**config.mk**
```make
export PLATFORM = sky130hd
export DESIGN_NAME = fsm_mem_arbiter
export DESIGN_NICKNAME = d
export VERILOG_FILES = /design/src/rtl/fsm_soc_pkg.sv /design/src/rtl/arb_watchdog.sv /design/src/rtl/fsm_mem_arbiter.sv
export SDC_FILE = /design/constraint.sdc
export NUM_CORES = 1
export LEC_CHECK = 0
export CAP_MARGIN = 10
export CELL_PAD_IN_SITES_DETAIL_PLACEMENT = 1
export CELL_PAD_IN_SITES_GLOBAL_PLACEMENT = 2
export CORE_ASPECT_RATIO = 1.5
export CORE_MARGIN = 2
export CORE_UTILIZATION = 13
export DETAILED_ROUTE_END_ITERATION = 8
export HOLD_SLACK_MARGIN = 0.15
export PLACE_DENSITY = 0.91
export SYNTH_ARGS = -nofsm -noshare
export SYNTH_HDL_FRONTEND = slang
export SYNTH_SLANG_ARGS = --single-unit
```
**constraint.sdc**
```tcl
create_clock -name clk -period 2.89 [get_ports clk]
set_clock_uncertainty 0.1 [all_clocks]
set_input_delay 0.4335 -clock clk [delete_from_list [all_inputs] [get_ports clk]]
set_output_delay 0.4335 -clock clk [all_outputs]
set_load 0.02 [all_outputs]
```
**src/rtl/fsm_soc_pkg.sv**
```systemverilog
// Shared definitions for the memory arbiter and its watchdog: state
// encodings, grant bit positions and the default timed-out read value.
package fsm_soc_pkg;

   localparam logic [1:0] ST_IDLE     = 2'd0;
   localparam logic [1:0] ST_BUSY_CPU = 2'd1;
   localparam logic [1:0] ST_BUSY_FSM = 2'd2;

   typedef enum logic [1:0] {
      S_IDLE     = ST_IDLE,
      S_BUSY_CPU = ST_BUSY_CPU,
      S_BUSY_FSM = ST_BUSY_FSM
   } arb_state_e;

   // Which requester held the port most recently (round-robin pointer).
   typedef enum logic {
      RR_CPU = 1'b0,
      RR_FSM = 1'b1
   } rr_owner_e;

   localparam int GNT_CPU = 0;
   localparam int GNT_FSM = 1;

   // Counter width for watchdogs; covers timeouts up to 65535 cycles.
   localparam int WD_CNT_W = 16;

   localparam logic [31:0] DEFAULT_TIMEOUT_DATA = 32'hDEAD_BEEF;

endpackage

```
**src/rtl/arb_watchdog.sv**
```systemverilog
// Busy-cycle watchdog. Counts enabled cycles from zero and flags expire in
// the enabled cycle where the count reaches LIMIT-1. clear wins over enable
// and returns the count to zero for the next access.
module arb_watchdog
   import fsm_soc_pkg::*;
#(
   parameter int LIMIT = 255
) (
   input  logic clk,
   input  logic rst_n,
   input  logic clear,
   input  logic enable,
   output logic expire
);

   localparam logic [WD_CNT_W-1:0] LAST = WD_CNT_W'(LIMIT - 1);

   logic [WD_CNT_W-1:0] cnt_q, cnt_d;

   // Next count: clear has priority, otherwise advance while enabled.
   always_comb begin
      cnt_d = cnt_q;
      if (clear) begin
         cnt_d = '0;
      end else if (enable) begin
         cnt_d = cnt_q + 1'b1;
      end
   end

   // Expire only while counting, so an idle counter never fires.
   always_comb begin
      expire = enable && (cnt_q == LAST);
   end

   // Count register.
   always_ff @(posedge clk or negedge rst_n) begin
      if (!rst_n) begin
         cnt_q <= '0;
      end else begin
         cnt_q <= cnt_d;
      end
   end

endmodule

```
**src/rtl/fsm_mem_arbiter.sv**
```systemverilog
// Round-robin arbiter sharing one native memory port between the CPU and
// the fsm_overlay engine. One access in flight at a time; an IDLE cycle
// separates every pair of accesses. A watchdog forces completion of any
// access the memory never acknowledges so no requester can hang.
//
// Handshake: a requester raises x_valid with stable fields and holds them
// until x_ready; x_ready is a single-cycle pulse and x_rdata is meaningful
// only in that cycle. On the memory side mem_valid stays high with stable
// fields until the cycle in which mem_ready is sampled high (or the
// watchdog expires); mem_ready outside a BUSY state is ignored.
module fsm_mem_arbiter
   import fsm_soc_pkg::*;
#(
   parameter int                ADDR_W       = 32,
   parameter int                DATA_W       = 32,
   parameter int                TIMEOUT_CYC  = 255,
   parameter logic [DATA_W-1:0] TIMEOUT_DATA = DATA_W'(DEFAULT_TIMEOUT_DATA)
) (
   input  logic                clk,
   input  logic                rst_n,

   input  logic                cpu_valid,
   input  logic [ADDR_W-1:0]   cpu_addr,
   input  logic [DATA_W-1:0]   cpu_wdata,
   input  logic [DATA_W/8-1:0] cpu_wstrb,
   output logic                cpu_ready,
   output logic [DATA_W-1:0]   cpu_rdata,

   input  logic                fsm_valid,
   input  logic [ADDR_W-1:0]   fsm_addr,
   input  logic [DATA_W-1:0]   fsm_wdata,
   input  logic [DATA_W/8-1:0] fsm_wstrb,
   output logic                fsm_ready,
   output logic [DATA_W-1:0]   fsm_rdata,

   output logic                mem_valid,
   output logic [ADDR_W-1:0]   mem_addr,
   output logic [DATA_W-1:0]   mem_wdata,
   output logic [DATA_W/8-1:0] mem_wstrb,
   input  logic                mem_ready,
   input  logic [DATA_W-1:0]   mem_rdata,

   output logic [1:0]          grant,
   output logic                timeout_err,
   output logic [1:0]          state_dbg
);

   arb_state_e  state_q, state_d;
   rr_owner_e   rr_last_q, rr_last_d;
   logic [1:0]  grant_q, grant_d;
   logic        mem_valid_q, mem_valid_d;

   logic              busy;
   logic              expire;
   logic              timed_out;
   logic              done;
   logic [DATA_W-1:0] resp_data;

   // Watchdog runs only while the port is owned and restarts on completion.
   arb_watchdog #(
      .LIMIT (TIMEOUT_CYC)
   ) u_watchdog (
      .clk    (clk),
      .rst_n  (rst_n),
      .clear  (done),
      .enable (busy),
      .expire (expire)
   );

   // Completion qualifiers; a coinciding mem_ready beats the watchdog.
   always_comb begin
      busy      = (state_q != S_IDLE);
      timed_out = busy && expire && !mem_ready;
      done      = busy && (mem_ready || expire);
      resp_data = timed_out ? TIMEOUT_DATA : mem_rdata;
   end

   // Next-state, round-robin pointer and registered port-ownership outputs.
   always_comb begin
      state_d   = state_q;
      rr_last_d = rr_last_q;
      case (state_q)
         S_IDLE: begin
            if (cpu_valid && (!fsm_valid || rr_last_q == RR_FSM)) begin
               state_d   = S_BUSY_CPU;
               rr_last_d = RR_CPU;
            end else if (fsm_valid) begin
               state_d   = S_BUSY_FSM;
               rr_last_d = RR_FSM;
            end
         end
         S_BUSY_CPU, S_BUSY_FSM: begin
            if (done) begin
               state_d = S_IDLE;
            end
         end
         default: begin
            state_d = S_IDLE;
         end
      endcase

      grant_d          = 2'b00;
      grant_d[GNT_CPU] = (state_d == S_BUSY_CPU);
      grant_d[GNT_FSM] = (state_d == S_BUSY_FSM);
      mem_valid_d      = (state_d != S_IDLE);
   end

   // Arbiter FSM: state, fairness pointer and registered grant/mem_valid.
   always_ff @(posedge clk or negedge rst_n) begin
      if (!rst_n) begin
         state_q     <= S_IDLE;
         rr_last_q   <= RR_FSM;
         grant_q     <= 2'b00;
         mem_valid_q <= 1'b0;
      end else begin
         state_q     <= state_d;
         rr_last_q   <= rr_last_d;
         grant_q     <= grant_d;
         mem_valid_q <= mem_valid_d;
      end
   end

   // Shared-port field mux; fields read as zero while idle.
   always_comb begin
      mem_addr  = '0;
      mem_wdata = '0;
      mem_wstrb = '0;
      case (state_q)
         S_BUSY_CPU: begin
            mem_addr  = cpu_addr;
            mem_wdata = cpu_wdata;
            mem_wstrb = cpu_wstrb;
         end
         S_BUSY_FSM: begin
            mem_addr  = fsm_addr;
            mem_wdata = fsm_wdata;
            mem_wstrb = fsm_wstrb;
         end
         default: begin
            mem_addr  = '0;
            mem_wdata = '0;
            mem_wstrb = '0;
         end
      endcase
   end

   // Response steering; the requester not being served sees zeros.
   always_comb begin
      cpu_ready   = done && (state_q == S_BUSY_CPU);
      fsm_ready   = done && (state_q == S_BUSY_FSM);
      cpu_rdata   = cpu_ready ? resp_data : '0;
      fsm_rdata   = fsm_ready ? resp_data : '0;
      timeout_err = timed_out;
   end

   assign mem_valid = mem_valid_q;
   assign grant     = grant_q;
   assign state_dbg = state_q;

endmodule

```
==> Yosys cells after proc, flatten, opt, wreduce, memory -nomap -nowiden <==
Cells that the tools add are included.
{ "op_classes": {"add_sub_neg": 1, "reduce_logical": 18, "mux": 14, "n_eq_ne": 5} }
{ "ops": {"columns": ["op", "n"], "rows": [
  ["$pmux 32 s2", 2],
  ["$mux 32", 3],
  ["$mux 16", 2],
  ["$add 16x1->16 const B", 1],
  ["$eq 16x8->1 const B", 1],
  ["$pmux 4 s2", 1],
  ["$reduce_bool 2->1", 4],
  ["$logic_and 1x1->1", 7],
  ["$mux 2", 3],
  ["$eq 2x1->1 const B", 2],
  ["$eq 2x2->1 const B", 2],
  ["$pmux 2 s2", 1],
  ["$logic_not 1->1", 2],
  ["$logic_not 2->1", 1],
  ["$logic_or 1x1->1", 2],
  ["$mux 1", 2],
  ["$reduce_and 2->1", 1],
  ["$reduce_or 2->1", 1]
]} }
{ "totals": {"output_inout_bits": 140, "register_bits": 22, "in_bits": 173, "elab_cells": 43} }

==> Logic depth before layout (Yosys ltp) <==
Gate-level depths: netlist of the first run.
{ "logic_depth": {"word_depth": 7, "ltp_mapped": 9, "mapped_depth_nobuf": 7} }

==> Hierarchy <==
A second synthesis of the first run with hierarchy kept.
{ "hier_totals": {"cells_unflattened": 381, "hier_area_um2": 2712.6} }
{ "modules_own_cells": {"columns": ["module", "instances", "cells_each", "seq_area_each_um2", "area_each_um2"], "rows": [
  ["fsm_mem_arbiter", 1, 291, 151.4, 1848.0],
  ["arb_watchdog", 1, 90, 400.4, 864.6]
]} }

==> Worst setup path before layout of the first run <==
OpenSTA, ideal clock, no wires.
{ "synth_timing": {"path_kind": "register to output", "start": "register state_q[1] (netlist: state_dbg[1])", "end": "output port fsm_rdata[18]", "arrival_ns": 2.027, "path_buffers": 2, "stages_incl_launch_ff": 10, "slack_ns": 0.330, "required_time_ns": 2.357, "cell_sequence": "dfrtp_1 inv_1 ha_1 nor2_1 nand2_1 o21ai_4 and2_1 buf_4 buf_4 o21a_1"} }
{ "synth_between": {"elab_chain_cells": 6, "word_cells_on_any_way": 10, "classes_between": "eq/ne: 1; mux: 2; reduce/logical: 7"} }
{ "synth_rtl": {"columns": ["element", "line", "text"], "rows": [
  ["start, declared", "fsm_mem_arbiter.sv:48", "arb_state_e state_q, state_d;"],
  ["start signal, assigned", "fsm_mem_arbiter.sv:116", "state_q <= state_d;"],
  ["$reduce_bool 2->1", "fsm_mem_arbiter.sv:72", "busy = (state_q != S_IDLE);"],
  ["$logic_and 1x1->1", "arb_watchdog.sv:32", "expire = enable && (cnt_q == LAST);"],
  ["$logic_or 1x1->1", "fsm_mem_arbiter.sv:74", "done = busy && (mem_ready || expire);"],
  ["$logic_and 1x1->1", "fsm_mem_arbiter.sv:74", null],
  ["$logic_and 1x1->1 *", "fsm_mem_arbiter.sv:150", "fsm_ready = done && (state_q == S_BUSY_FSM);"],
  ["via fsm_ready", "fsm_mem_arbiter.sv:33", "output logic fsm_ready,"],
  ["$mux 32 *", "fsm_mem_arbiter.sv:152", "fsm_rdata = fsm_ready ? resp_data : '0;"],
  ["end, declared", "fsm_mem_arbiter.sv:34", "output logic [DATA_W-1:0] fsm_rdata,"]
]} }
Mark *: on every way through the listed nets, which the timed path passes. The rest lies on a longest branch.

==> Worst setup path in the final report of the first run <==
{ "layout_timing": {"start": "register u_watchdog.cnt_q[13]", "end": "output port cpu_rdata[20]"} }
{ "layout_between": {"elab_chain_cells": 6, "word_cells_on_any_way": 9, "classes_between": "eq/ne: 1; mux: 2; reduce/logical: 6"} }
{ "layout_rtl": {"columns": ["element", "line", "text"], "rows": [
  ["start, declared", "arb_watchdog.sv:18", "logic [WD_CNT_W-1:0] cnt_q, cnt_d;"],
  ["start signal, assigned", "arb_watchdog.sv:40", "cnt_q <= cnt_d;"],
  ["$eq 16x8->1 *", "arb_watchdog.sv:32", null],
  ["$logic_and 1x1->1 *", "arb_watchdog.sv:32", null],
  ["$logic_and 1x1->1 / $logic_or 1x1->1 (equally long branches)", "fsm_mem_arbiter.sv:73, fsm_mem_arbiter.sv:74", null],
  ["$logic_and 1x1->1 (on tied branches)", "fsm_mem_arbiter.sv:73, fsm_mem_arbiter.sv:74", null],
  ["$mux 32 / $logic_and 1x1->1 (equally long branches)", "fsm_mem_arbiter.sv:75, fsm_mem_arbiter.sv:149", null],
  ["$mux 32 *", "fsm_mem_arbiter.sv:151", "cpu_rdata = cpu_ready ? resp_data : '0;"],
  ["end, declared", "fsm_mem_arbiter.sv:27", "output logic [DATA_W-1:0] cpu_rdata,"]
]} }
Every way passes the cells marked *; elsewhere a longest branch is shown, timed or not.

==> metrics.md, run 1 <==
| Metric | Value |
|---|---|
| Outcome | completed |
| Via/cell ratio | 4.37 |
| Layout area overhead | 136% |
| Post-synthesis xor/xnor area fraction | 3.38% |
| Setup tns final | 0 ps |
| Reg2reg end | u_watchdog.cnt_q[14]$_DFFE_PN0P_ |
| Starting Density | 13.2% |
| Clock Latency Late Sink | 270 ps |
| I/O Buffers | 312 |
| Worst R2R Setup Slack | 640 ps |
| Final Slew Violations | 0 |
| DRT Wirelength | 16,900 µm |
| Register area share after synthesis | 19.4% |
| Synth Warn # | 0 |
| Crit path required time | 2360 ps |
| Yosys top cell by area | dfrtp_1 |
| Worst-path maximum fanout | 17 |
| Hold_buf cts | 0 |
| FMAX | 0.357 GHz |
| First-pass GRT wire length | 24,000 µm |
| Compound-gate portion of the synthesized area | 35.2% |
| Die Y | 185 µm |
| Worst reg2reg startpoint | state_dbg[0]$_DFF_PN0_ |
| Maximum vdd drop | 282 µV |
| RSZ-0062 raised after global routing | yes |
| Commonest cells after routing, fill and taps aside | clkdlybuf4s50_1 (189), nor2b_1 (69), a22oi_1 (68) |
| Total gr overflow | 0 |
| Root Driver | clkbuf_16 |
| Mapped Nets | 546 |
| CP endpoint kind | primary output |
| Die ar. | 0.0232 mm² |
| Commonest non-fill, non-tap cell in the layout | clkdlybuf4s50_1 |
| CTS Buffer Depth | 2 |
| Worst path slowest cell | dfrtp_1 |
| Fin nets | 877 |
| Routed via count | 4,227 |
| CTS HTree Levels | 1 |
| Vias in the first global route | 4,526 |
| ANT nets after route | 0 |
| Ranking of synthesized cells by area | dfrtp_1 (18%), a22oi_1 (18%), nor2b_1 (15%) |
| DR pass1 iterations | 4 |
| Multiplexer share of the synthesized area | 0% |
| Slowest stage delay, CP | 420 ps |
| Placed Area | 0.00657 mm² |
| DRC violations left | 0 |
| Finished Cell Area | 0.00673 mm² |
| Yosys top cell area share | 18.4% |
| Final hold violations | 0 |
| Pleak | 0.00358 µW |
| Syn avg cell area | 7.79 µm² |
| DR WL/cell | 17.5 µm |
| Cell variety after synth | 43 |
| Clk sinks | 22 |
| MaxCap Viol Count | 0 |
| Fraction of registers with async set/reset | 100% |
| Io pins | 313 |
| Startpoint Class | flop |
| Drt initial violations | 102 |
| Core Rows | 66 |
| Setup CP Type | flop to primary output |
| Die X | 125 µm |
| Most used DFF post-synth | dfrtp_1 |
| Clock-pin slew on the worst setup and hold paths | 60 ps |
| CP Cell Sequence | nor4b_4, nand4b_4, o21ai_4, and2_4, buf_12, and3_1, clkdlybuf4s15_2 |
| WP data arrival | 2260 ps |
| Relative slew slack | 51.1% |
| CTS Buf Count | 3 |
| Inserted Diodes | 0 |
| Synth Area in Adders | 3.07% |
| Min-Delay Path Class | primary input to async pin |
| Fraction of layout cells with a size suffix above 1 | 19.4% |
| Core area | 0.0216 mm² |
| Simple-Gate Fraction of Synth Area | 31.1% |
| Post-Syn Area | 0.00285 mm² |
| Post-synth EDFFs | 0 |
| Yosys reg bits | 22 |
| Endpoints failing setup | 0 |
| Reg2Reg Depth | 8 |
| Worst slew pin tran | 726 ps |
| Total GRT Usage | 12.8% |
| PwrDens | 668 mW/mm² |
| Syn Inst Count | 366 |
| Largest net degree at the start of global routing | 34 |
| Final period utilization | 96.8% |
| GPL Wtd Cong | 0.720 |
| Largest family of logic cells by synthesized area | compound AO/OA/AOI/OAI gates |
| CTS tree | built |
| DP HPWL | 12,700 µm |
| Fin crit period | 2800 ps |
| Initial antenna violation count | 0 |
==> cell usage after synthesis, types with 5 or more instances <==
cell type and n:
dfrtp_1 21, clkbuf_1 24, nand2_1 12, nor2b_1 69, xor2_1 7, nor2_1 17
buf_4 6, and3_1 19, ha_1 7, buf_6 5, a22oi_1 68, nand3_1 9
o21a_1 49, a21oi_1 6
==> critical path: cells and delay by family, from the launching register on <==
family                 cells  cell delay, ps
AND/OR/NAND/NOR            4             930
buffers and inverters      2             420
flip-flops                 1             420
AO/OA/AOI/OAI              1             220
==> through the flow <==
stage          hold slack [ps]  util [%]  total power, µW  setup slack [ps]  instances
2_1_floorplan             37.9         -             2280               330        366
3_3_place_gp               417      30.4             4120              9.01        955
3_5_place_dp               428      30.4             4150             -27.4        955
4_1_cts                    437      31.7             4600             -18.7        963
5_1_grt                    448      31.1             4780              1.30        968
6_report                   433      31.1             4490              92.0        968
==> state kept, by name, summed over array words and instances, names as in the netlist <==
register	cells
grant	2
mem_valid	1
rr_last_q	1
state_dbg	2
u_watchdog.cnt_q	16
==> cell type report <==
type / count / area (µm²)
fillers: 2559 / 14900
repair buffers: 365 / 3580
multi-input cells: 301 / 2130
flip-flops and latches: 22 / 552
well taps: 272 / 340
clock buffers: 3 / 75.1
clock inverters: 1 / 30.0
inverters: 4 / 15.0
==> cells by family after synthesis <==
group	Yosys count
xor+xnor	11
flops	22
buf+inv	43
simple gates	148
compound gates	135
fa+ha+maj	7
==> timing repair <==
action / CTS / global route
setup buffers: 1 / 2
pin swaps: 2 / 4
resized for setup: 191 / 119
setup endpoints to repair: 102 / 115
gates cloned: 3 / 3
==> per-layer routing <==
layer / share of wire (%) / global-route usage, % / vias to the layer above
met5: 0 / 0 / -
met4: 1.1 / 2.71 / 0
met3: 8.6 / 3.47 / 16
met2: 56 / 26.3 / 231
met1: 34 / 12.8 / 1986
li1: - / - / 1994
==> power breakdown <==
| group | leakage, µW | total (µW) | switching [µW] | internal, µW |
|---|---|---|---|---|
| registers | 0.000288 | 439 | 50.4 | 389 |
| clock network | 0.0000511 | 399 | 124 | 276 |
| logic | 0.00324 | 3650 | 1830 | 1820 |
==> worst max path at each step <==
| stage | cells after the start | endpoint | startpoint | slack, ps |
|---|---|---|---|---|
| after detailed placement | 7 | fsm_rdata[0] | u_watchdog.cnt_q[8]$_DFFE_PN0P_ | -30 |
| after global placement | 6 | fsm_rdata[20] | mem_ready | 9 |
| after floorplan | 9 | fsm_rdata[18] | state_dbg[1]$_DFF_PN0_ | 330 |
| final | 7 | cpu_rdata[20] | u_watchdog.cnt_q[13]$_DFFE_PN0P_ | 90 |
| after CTS | 8 | cpu_rdata[13] | u_watchdog.cnt_q[12]$_DFFE_PN0P_ | -20 |
| after global routing | 7 | cpu_rdata[20] | u_watchdog.cnt_q[13]$_DFFE_PN0P_ | 1 |
No activity file was read; power rests on OpenSTA's default activity.
==> run 2: changes to the inputs <==
--- a/config.mk
+++ b/config.mk
@@ -5,7 +5,6 @@
 export SDC_FILE = /design/constraint.sdc
 export NUM_CORES = 1
 export LEC_CHECK = 0
-export CAP_MARGIN = 10
 export CELL_PAD_IN_SITES_DETAIL_PLACEMENT = 1
 export CELL_PAD_IN_SITES_GLOBAL_PLACEMENT = 2
 export CORE_ASPECT_RATIO = 1.5
==> results of run 2 <==
No change in the layout: final DEF, timing and power equal those of run 1.
